<file path="config.mk">
export PLATFORM = sky130hd
export DESIGN_NAME = bin2bcd_converter
export DESIGN_NICKNAME = d
export VERILOG_FILES = /design/src/rtl/bin2bcd_pkg.sv /design/src/rtl/bcd_digit_adj.sv /design/src/rtl/bin2bcd_converter.sv
export SDC_FILE = /design/constraint.sdc
export NUM_CORES = 1
export LEC_CHECK = 0
export ABC_AREA = 1
export BUFFER_PORTS_ARGS = -buffer_cell sky130_fd_sc_hd__buf_2
export CAP_MARGIN = 20
export CORE_UTILIZATION = 58
export DETAILED_ROUTE_END_ITERATION = 6
export GPL_TIMING_DRIVEN = 0
export PLACE_DENSITY = 0.89
export SLEW_MARGIN = 0
export SYNTH_ARGS = -nofsm -noshare
export SYNTH_HDL_FRONTEND = slang
export SYNTH_SLANG_ARGS = --single-unit
</file>
<file path="constraint.sdc">
create_clock -name clk_i -period 1.6 [get_ports clk_i]
set_clock_uncertainty 0.05 [all_clocks]
set_input_delay 0.08 -clock clk_i [delete_from_list [all_inputs] [get_ports clk_i]]
set_output_delay 0.08 -clock clk_i [all_outputs]
set_load 0.01 [all_outputs]
</file>
<file path="src/rtl/bin2bcd_pkg.sv">
// Shared types and helpers for the sequential binary-to-BCD converter.
// Holds the FSM state encoding, the BCD digit width and elaboration-time sizing functions.
package bin2bcd_pkg;

  typedef enum logic [1:0] {
    IDLE = 2'd0,
    OP   = 2'd1,
    DONE = 2'd2
  } state_t;

  localparam int DIGIT_W = 4;

  // Smallest counter width that can hold the value bin_w.
  function automatic int cnt_width(input int bin_w);
    return $clog2(bin_w + 1);
  endfunction

  // True when DIGITS decimal digits can represent every BIN_W-bit value.
  function automatic bit digits_ok(input int bin_w, input int digits);
    longint unsigned pow10;
    longint unsigned max_bin;
    pow10   = 64'd1;
    max_bin = (64'd1 << bin_w) - 64'd1;
    for (int i = 0; i < digits; i++) pow10 = pow10 * 64'd10;
    return pow10 > max_bin;
  endfunction

endpackage

</file>
<file path="src/rtl/bcd_digit_adj.sv">
// Double-dabble correction cell: adds 3 to a BCD digit of 5 or more.
// After the following left shift, such a digit produces a decimal carry into the next nibble.
module bcd_digit_adj
  import bin2bcd_pkg::*;
(
  input  logic [DIGIT_W-1:0] digit,
  output logic [DIGIT_W-1:0] adj
);

  always_comb begin
    adj = digit;
    if (digit >= DIGIT_W'(5)) adj = digit + DIGIT_W'(3);
  end

endmodule

</file>
<file path="src/rtl/bin2bcd_converter.sv">
// Sequential double-dabble converter with a fixed BIN_W-cycle conversion.
// Uses the start/ready/done-tick handshake; bcd_o is a dedicated hold register.
module bin2bcd_converter
  import bin2bcd_pkg::*;
#(
  parameter int BIN_W  = 20,
  parameter int DIGITS = 7
) (
  input  logic                      clk_i,
  input  logic                      rst_i,
  input  logic                      start_i,
  input  logic [BIN_W-1:0]          bin_i,
  output logic                      ready_o,
  output logic                      done_tick_o,
  output logic [DIGIT_W*DIGITS-1:0] bcd_o
);

  // state | meaning
  // IDLE  | waiting for start_i; ready_o high
  // OP    | one double-dabble step per cycle, BIN_W steps in total
  // DONE  | single-cycle done_tick_o, bcd_o freshly loaded

  localparam int CNT_W = cnt_width(BIN_W);
  localparam int BCD_W = DIGIT_W * DIGITS;

  if (!digits_ok(BIN_W, DIGITS)) begin : g_bad_digits
    $error("bin2bcd_converter: DIGITS too small for BIN_W");
  end

  state_t             state;
  logic [CNT_W-1:0]   cnt;
  logic [BIN_W-1:0]   bin_sr;
  logic [BCD_W-1:0]   bcd_sr;
  logic [BCD_W-1:0]   bcd_q;
  logic [BCD_W-1:0]   bcd_adj;
  logic [BCD_W-1:0]   bcd_next;
  logic [BIN_W-1:0]   bin_next;

  for (genvar d = 0; d < DIGITS; d++) begin : g_adj
    bcd_digit_adj u_adj (
      .digit (bcd_sr [d*DIGIT_W +: DIGIT_W]),
      .adj   (bcd_adj[d*DIGIT_W +: DIGIT_W])
    );
  end

  // Shift {bcd, bin} left by one after correction.
  assign bcd_next = {bcd_adj[BCD_W-2:0], bin_sr[BIN_W-1]};
  assign bin_next = {bin_sr[BIN_W-2:0], 1'b0};

  always_ff @(posedge clk_i or negedge rst_i) begin
    if (!rst_i) begin
      state  <= IDLE;
      cnt    <= '0;
      bin_sr <= '0;
      bcd_sr <= '0;
      bcd_q  <= '0;
    end else begin
      case (state)
        IDLE: begin
          if (start_i) begin
            bin_sr <= bin_i;
            bcd_sr <= '0;
            cnt    <= CNT_W'(BIN_W);
            state  <= OP;
          end
        end
        OP: begin
          bin_sr <= bin_next;
          bcd_sr <= bcd_next;
          cnt    <= cnt - CNT_W'(1);
          if (cnt == CNT_W'(1)) begin
            bcd_q <= bcd_next;
            state <= DONE;
          end
        end
        DONE:    state <= IDLE;
        default: state <= IDLE;
      endcase
    end
  end

  assign ready_o     = (state == IDLE);
  assign done_tick_o = (state == DONE);
  assign bcd_o       = bcd_q;

endmodule
</file>
==> flow_metrics.tcl, run 1 <==
set metrics [dict create \
    drc_errors 0 \
    fmaxAchievable_mhz 672 \
    startpoint "cnt[1]" \
    via_per_inst 5.35 \
    synth_commonest_cells "nand2_1 (219), dfrtp_1 (83), nand3_1 (83)" \
    crit_end "bcd_o[23]" \
    path_depth 9 \
    grt_antenna_before_repair 0 \
    max_stage_delay_ns 0.38 \
    hpwl_um 6240 \
    num_antenna_cells 0 \
    post-route-period-util_pct 93.0 \
    synth_seq_cells 83 \
    cts_tree "done" \
    hold_class "primary input to asynchronous set/reset pin" \
    ir_drop_mv 0.863 \
    worstPathMaxFanout 10 \
    grt.total_usage_pct 28.2 \
    r2r_start "cnt[1]" \
    gr-total-overflow 0 \
    postCtsSetupRepairBufs 0 \
    async_reset_ff_share_pct 100 \
    period_needed_ns 1.49 \
    fp.dieH_um 86.0 \
    r2r_end "bcd_o[23]" \
    synthTopCellsByArea "dfrtp_1 (51%), nand2_1 (20%), nand3_1 (10%)" \
    final-hold-violation-count 0 \
    cts.sinks 83 \
    fin_hold_ws_ns 0.136 \
    worst_slew_pin_slew_ns 0.425 \
    powerDensity_mw_per_mm2 1910 \
    critPathKind "register to register" \
    reg2reg_slack_ns 0.11 \
    drt_pass1_iterations 5 \
    clk_pin_slew_ns 0.08 \
    start_kind "register" \
    relSlewSlack_pct 71.7 \
    core_area_mm2 0.00679 \
    grt_pass1_wl_um 16200 \
    clock-root-buffer "clkbuf_8" \
    gp_congestion 0.889 \
    numPortBuffers 52 \
    synth_most_common_cell "nand2_1" \
    crit_family "simple AND/OR/NAND/NOR gates" \
    antenna_left 0 \
    ys_warn_count 0 \
    outcome "completed" \
    core.rowCount 30 \
    fp.dieArea_mm2 0.00740 \
    end_kind "register" \
    synth_top_area_share_pct 50.7 \
    fin_area_mm2 0.00493 \
    syn_nets 550 \
    grt_max_degree 59 \
    ys_seq_area_share_pct 50.7 \
    clk_latency_ns 0.35 \
    yosysUniqueCellTypes 22 \
    start_util_pct 60.3 \
    drt-total-wl_um 9400 \
    crit_arrival_ns 1.68 \
    first_iter_violations 434 \
    cp_slowest_cell "dfrtp_1" \
    grt_pass1_vias 3576 \
    boundaryPins 53 \
    worstPathCellList "inv_2 -> ha_2 -> nand2_2 -> nor2_4 -> nand2_2 -> buf_6 -> buf_6 -> nand2_1 -> nand2_1" \
    vias 3721 \
    slew_viol_final 0 \
    cp.required_ns 1.79 \
    cp_num_buf_inv 3 \
    syn_to_final_growth_pct 20.4 \
    synth_area_mm2 0.00410 \
    wl_per_cell_um 13.5 \
    synth_edf_count 0 \
    rsz0062_at_grt "no" \
    yosysTopAreaCell "dfrtp_1" \
    yosys_most_used_dff "dfrtp_1" \
    htreeDepth 3 \
    p_leak_nw 2.68 \
    avgSynthCellArea_um2 8.01 \
    clock_path_buffers 2 \
    cts_buffers 9 \
    drv_cap 0 \
    die_x_um 86.0 \
    fill_cells 540 \
    nNetsFinal 635 \
    r2r_cells 9 \
    drive_gt1_share_pct 15.5 \
    synthCells 511 \
    post-route-util_pct 72.6 \
    placed_area_mm2 0.00451 \
    setup_viol 0 \
]
-- area by class of cell --
cell class	instances	area [µm²]	share of cell area [%]
Tap cell	96	120	2.44
Clock inverter	2	35.0	0.710
Sequential cell	83	2080	42.1
Buffer	17	115	2.33
Inverter	39	146	2.97
Timing Repair Buffer	74	500	10.1
Multi-Input combinational cell	372	1780	36.1
Clock buffer	13	159	3.22
-- state kept, by name (all words and copies together), names as in the netlist --
register / cells
cnt: 5
bin_sr: 20
bcd_o: 28
bcd_sr: 28
state: 2
-- routing by layer --
layer | global-route usage (%) | vias up | wire, µm
met4 | 13.0 | 0 | 178
met1 | 34.4 | 1733 | 3870
li1 | - | 1818 | -
met2 | 48.8 | 146 | 4830
met3 | 4.72 | 24 | 526
met5 | 0 | - | 0
-- power breakdown --
| group | switching (mW) | internal [mW] | total [mW] |
|---|---|---|---|
| registers | 0.654 | 3.03 | 3.69 |
| clock network | 0.708 | 0.798 | 1.51 |
| logic | 2.67 | 1.57 | 4.24 |
-- how the worst min path moves through the flow --
stage	depth (start not counted)	slack, ns	endpoint	from
6_report	2	0.14	state[0]	rst_i
5_1_grt	2	0.18	bcd_sr[1]	rst_i
3_5_place_dp	1	-0.03	bcd_o[6]	rst_i
2_1_floorplan	0	-0.27	bcd_o[0]	rst_i
4_1_cts	2	0.15	bcd_sr[1]	rst_i
3_3_place_gp	3	0.24	bin_sr[0]	bin_i[0]
-- per-stage QoR --
stage	setup TNS, ns	power (mW)	setup WS (ns)	instances
floorplan	0	6.59	0.207	511
finish	0	9.43	0.112	696
global route	0	10.3	0.00681	696
global placement	-17.72	7.55	-0.218	659
detailed placement	0	7.83	0.0493	660
CTS	0	9.40	0.0316	696
-- cells in the final DEF, fill, tap and decap left out, types with 11 or more instances in the layout --
cell | netlist | final
nand4_1 | 14 | 14
ha_1 | 16 | 15
clkbuf_8 | 0 | 11
inv_1 | 38 | 37
dfrtp_1 | 83 | 83
dlygate4sd3_1 | 0 | 21
o21ai_0 | 20 | 20
buf_2 | 6 | 56
nand2_1 | 219 | 218
nand3_1 | 83 | 82
-- cell families after synthesis --
logic type / after synthesis / share of synthesized area (%)
adders and majority gates: 16 / 4.89
AOI/OAI and AO/OA: 28 / 3.79
buffers and inverters: 56 / 6.23
and+or+nand+nor: 328 / 34.4
DFF: 83 / 50.7
-- repair_timing --
item / 4_1_cts / 5_1_grt
resized for setup: 0 / 12
endpoints found under the setup margin: 0 / 49
hold endpoints to repair: 103 / 0
hold buffers: 21 / 0
Power figures use the tool's default switching activity.
==> inputs of run 2 (changes only) <==
--- a/config.mk
+++ b/config.mk
@@ -12,6 +12,7 @@
 export DETAILED_ROUTE_END_ITERATION = 6
 export GPL_TIMING_DRIVEN = 0
 export PLACE_DENSITY = 0.89
+export SETUP_SLACK_MARGIN = 0.4
 export SLEW_MARGIN = 0
 export SYNTH_ARGS = -nofsm -noshare
 export SYNTH_HDL_FRONTEND = slang
==> run 2 against run 1 <==
Compared with the run above: wire length grew 73%; sequential share of layout area down 8.5 points; non-clock buffer count grew 65; register-to-register slack got worse by 0.09 ns; combinational power rose by 81%; die area is the same.
==> flow_metrics.tcl, run 2 (synthesis results as in run 1) <==
set metrics [dict create \
    drt_pass1_iterations 6 \
    mostFrequentLayoutCell "nand2_1" \
    critPathKind "register to register" \
    hold_class "primary input to asynchronous set/reset pin" \
    rsz0062_at_grt "yes" \
    startpoint "bcd_sr[5]" \
    fmaxAchievable_mhz 632 \
    drive_gt1_share_pct 42.2 \
    relSlewSlack_pct 66.4 \
    placed_area_mm2 0.00458 \
    cts_tree "done" \
    setup_tns_ns 0 \
    r2r_start "bcd_sr[5]" \
    cts_buffers 9 \
    fin_hold_ws_ns 0.170 \
    end_kind "register" \
    period_needed_ns 1.58 \
    numPortBuffers 52 \
    num_antenna_cells 0 \
    ir_drop_mv 1.04 \
    slew_viol_final 0 \
    nNetsFinal 700 \
    fin_area_mm2 0.00618 \
    layout_common_cells "nand2_1 (160), dfrtp_1 (80), nand3_1 (66)" \
    grt_pass1_wl_um 21700 \
    setup_viol 0 \
    total_power_mw 13.3 \
    drv_cap 0 \
    syn_to_final_growth_pct 51.0 \
    vias 4756 \
    clock_path_buffers 2 \
    fp.dieArea_mm2 0.00740 \
    via_per_inst 6.24 \
    powerDensity_mw_per_mm2 2150 \
    start_kind "register" \
    outcome "completed" \
    post-route-period-util_pct 98.9 \
    start_util_pct 60.3 \
    fill_cells 260 \
    grt_max_degree 48 \
    wl_per_cell_um 21.3 \
    cts.sinks 83 \
    gp_congestion 0.893 \
    drc_errors 0 \
    cp.required_ns 1.80 \
    core_area_mm2 0.00679 \
    clk_pin_slew_ns 0.09 \
    drt-total-wl_um 16200 \
    antenna_left 0 \
    gr-total-overflow 0 \
    grt.total_usage_pct 38.8 \
    final-hold-violation-count 0 \
    fp.dieH_um 86.0 \
    crit_arrival_ns 1.79 \
    htreeDepth 3 \
    clk_latency_ns 0.36 \
    first_iter_violations 689 \
    grt_pass1_vias 4605 \
    reg2reg_slack_ns 0.02 \
    boundaryPins 53 \
    worstPathMaxFanout 4 \
    core.rowCount 30 \
    grt_antenna_before_repair 0 \
    hpwl_um 6600 \
    clock-root-buffer "clkbuf_8" \
    post-route-util_pct 91.0 \
    die_x_um 86.0 \
    worst_slew_pin_slew_ns 0.504 \
    p_leak_nw 3.20 \
]
[run 2: changes by cell type in the layout (fill, tap and decap cells not counted), sizes merged]
cell,delta
buf,+69
clkinv,-1
clkinvlp,+2
clkbuf,-4
[run 2: where the power goes]
part | switching [mW] | leakage (nW) | internal (mW)
clock network | 0.810 | 0.102 | 0.851
registers | 0.932 | 1.04 | 3.03
logic | 4.45 | 2.06 | 3.21
[run 2: worst paths after layout]
path | cells past startpoint | end
worst max-delay path | 9 | bcd_o[5]
worst min-delay path | 2 | bcd_o[13]
worst max register to register | 9 | bcd_o[5]
worst min register to register | 2 | bcd_o[25]
max in group asynchronous | 3 | state[1]
min in group clk_i | 5 | state[0]
[run 2: layout make-up]
cell class	count	area (µm²)	area share, %
Multi-Input combinational cell	372	2300	37.1
Sequential cell	83	2080	33.6
Timing Repair Buffer	139	1100	17.8
Buffer	17	213	3.44
Clock buffer	13	169	2.73
Inverter	39	159	2.57
Tap cell	96	120	1.94
Clock inverter	3	45.0	0.728
[run 2: per-stage QoR]
stage,std cells,worst slack [ns]
3_5_place_dp,660,0.0259
2_1_floorplan,511,0.269
6_report,762,0.0168
5_1_grt,762,-0.0601
4_1_cts,748,0.264
3_3_place_gp,659,-0.215
[run 2: per-layer routing]
metal / wire length (µm) / GRT usage, %
met5: 0 / 0.699
met4: 1280 / 27.6
met3: 1780 / 9.24
met2: 7870 / 68.0
met1: 5320 / 40.9
[run 2: critical path, stage by stage, from the launching register on]
cell,delay [ns]
dfrtp_1,0.42
inv_2,0.11
ha_1,0.17
inv_1,0.07
nand2_2,0.13
nand2_4,0.12
nand2_2,0.11
nand2_1,0.12
nand3_1,0.09
nand2_1,0.07
[run 2: what timing repair did]
item | CTS | global route
resized for setup | 115 | 90
buffers inserted | 46 | 14
pin swaps | 36 | 24
cloned | 5 | 0
hold buffers | 21 | 0
endpoints found under the hold margin | 56 | 0
setup endpoints to repair | 82 | 85
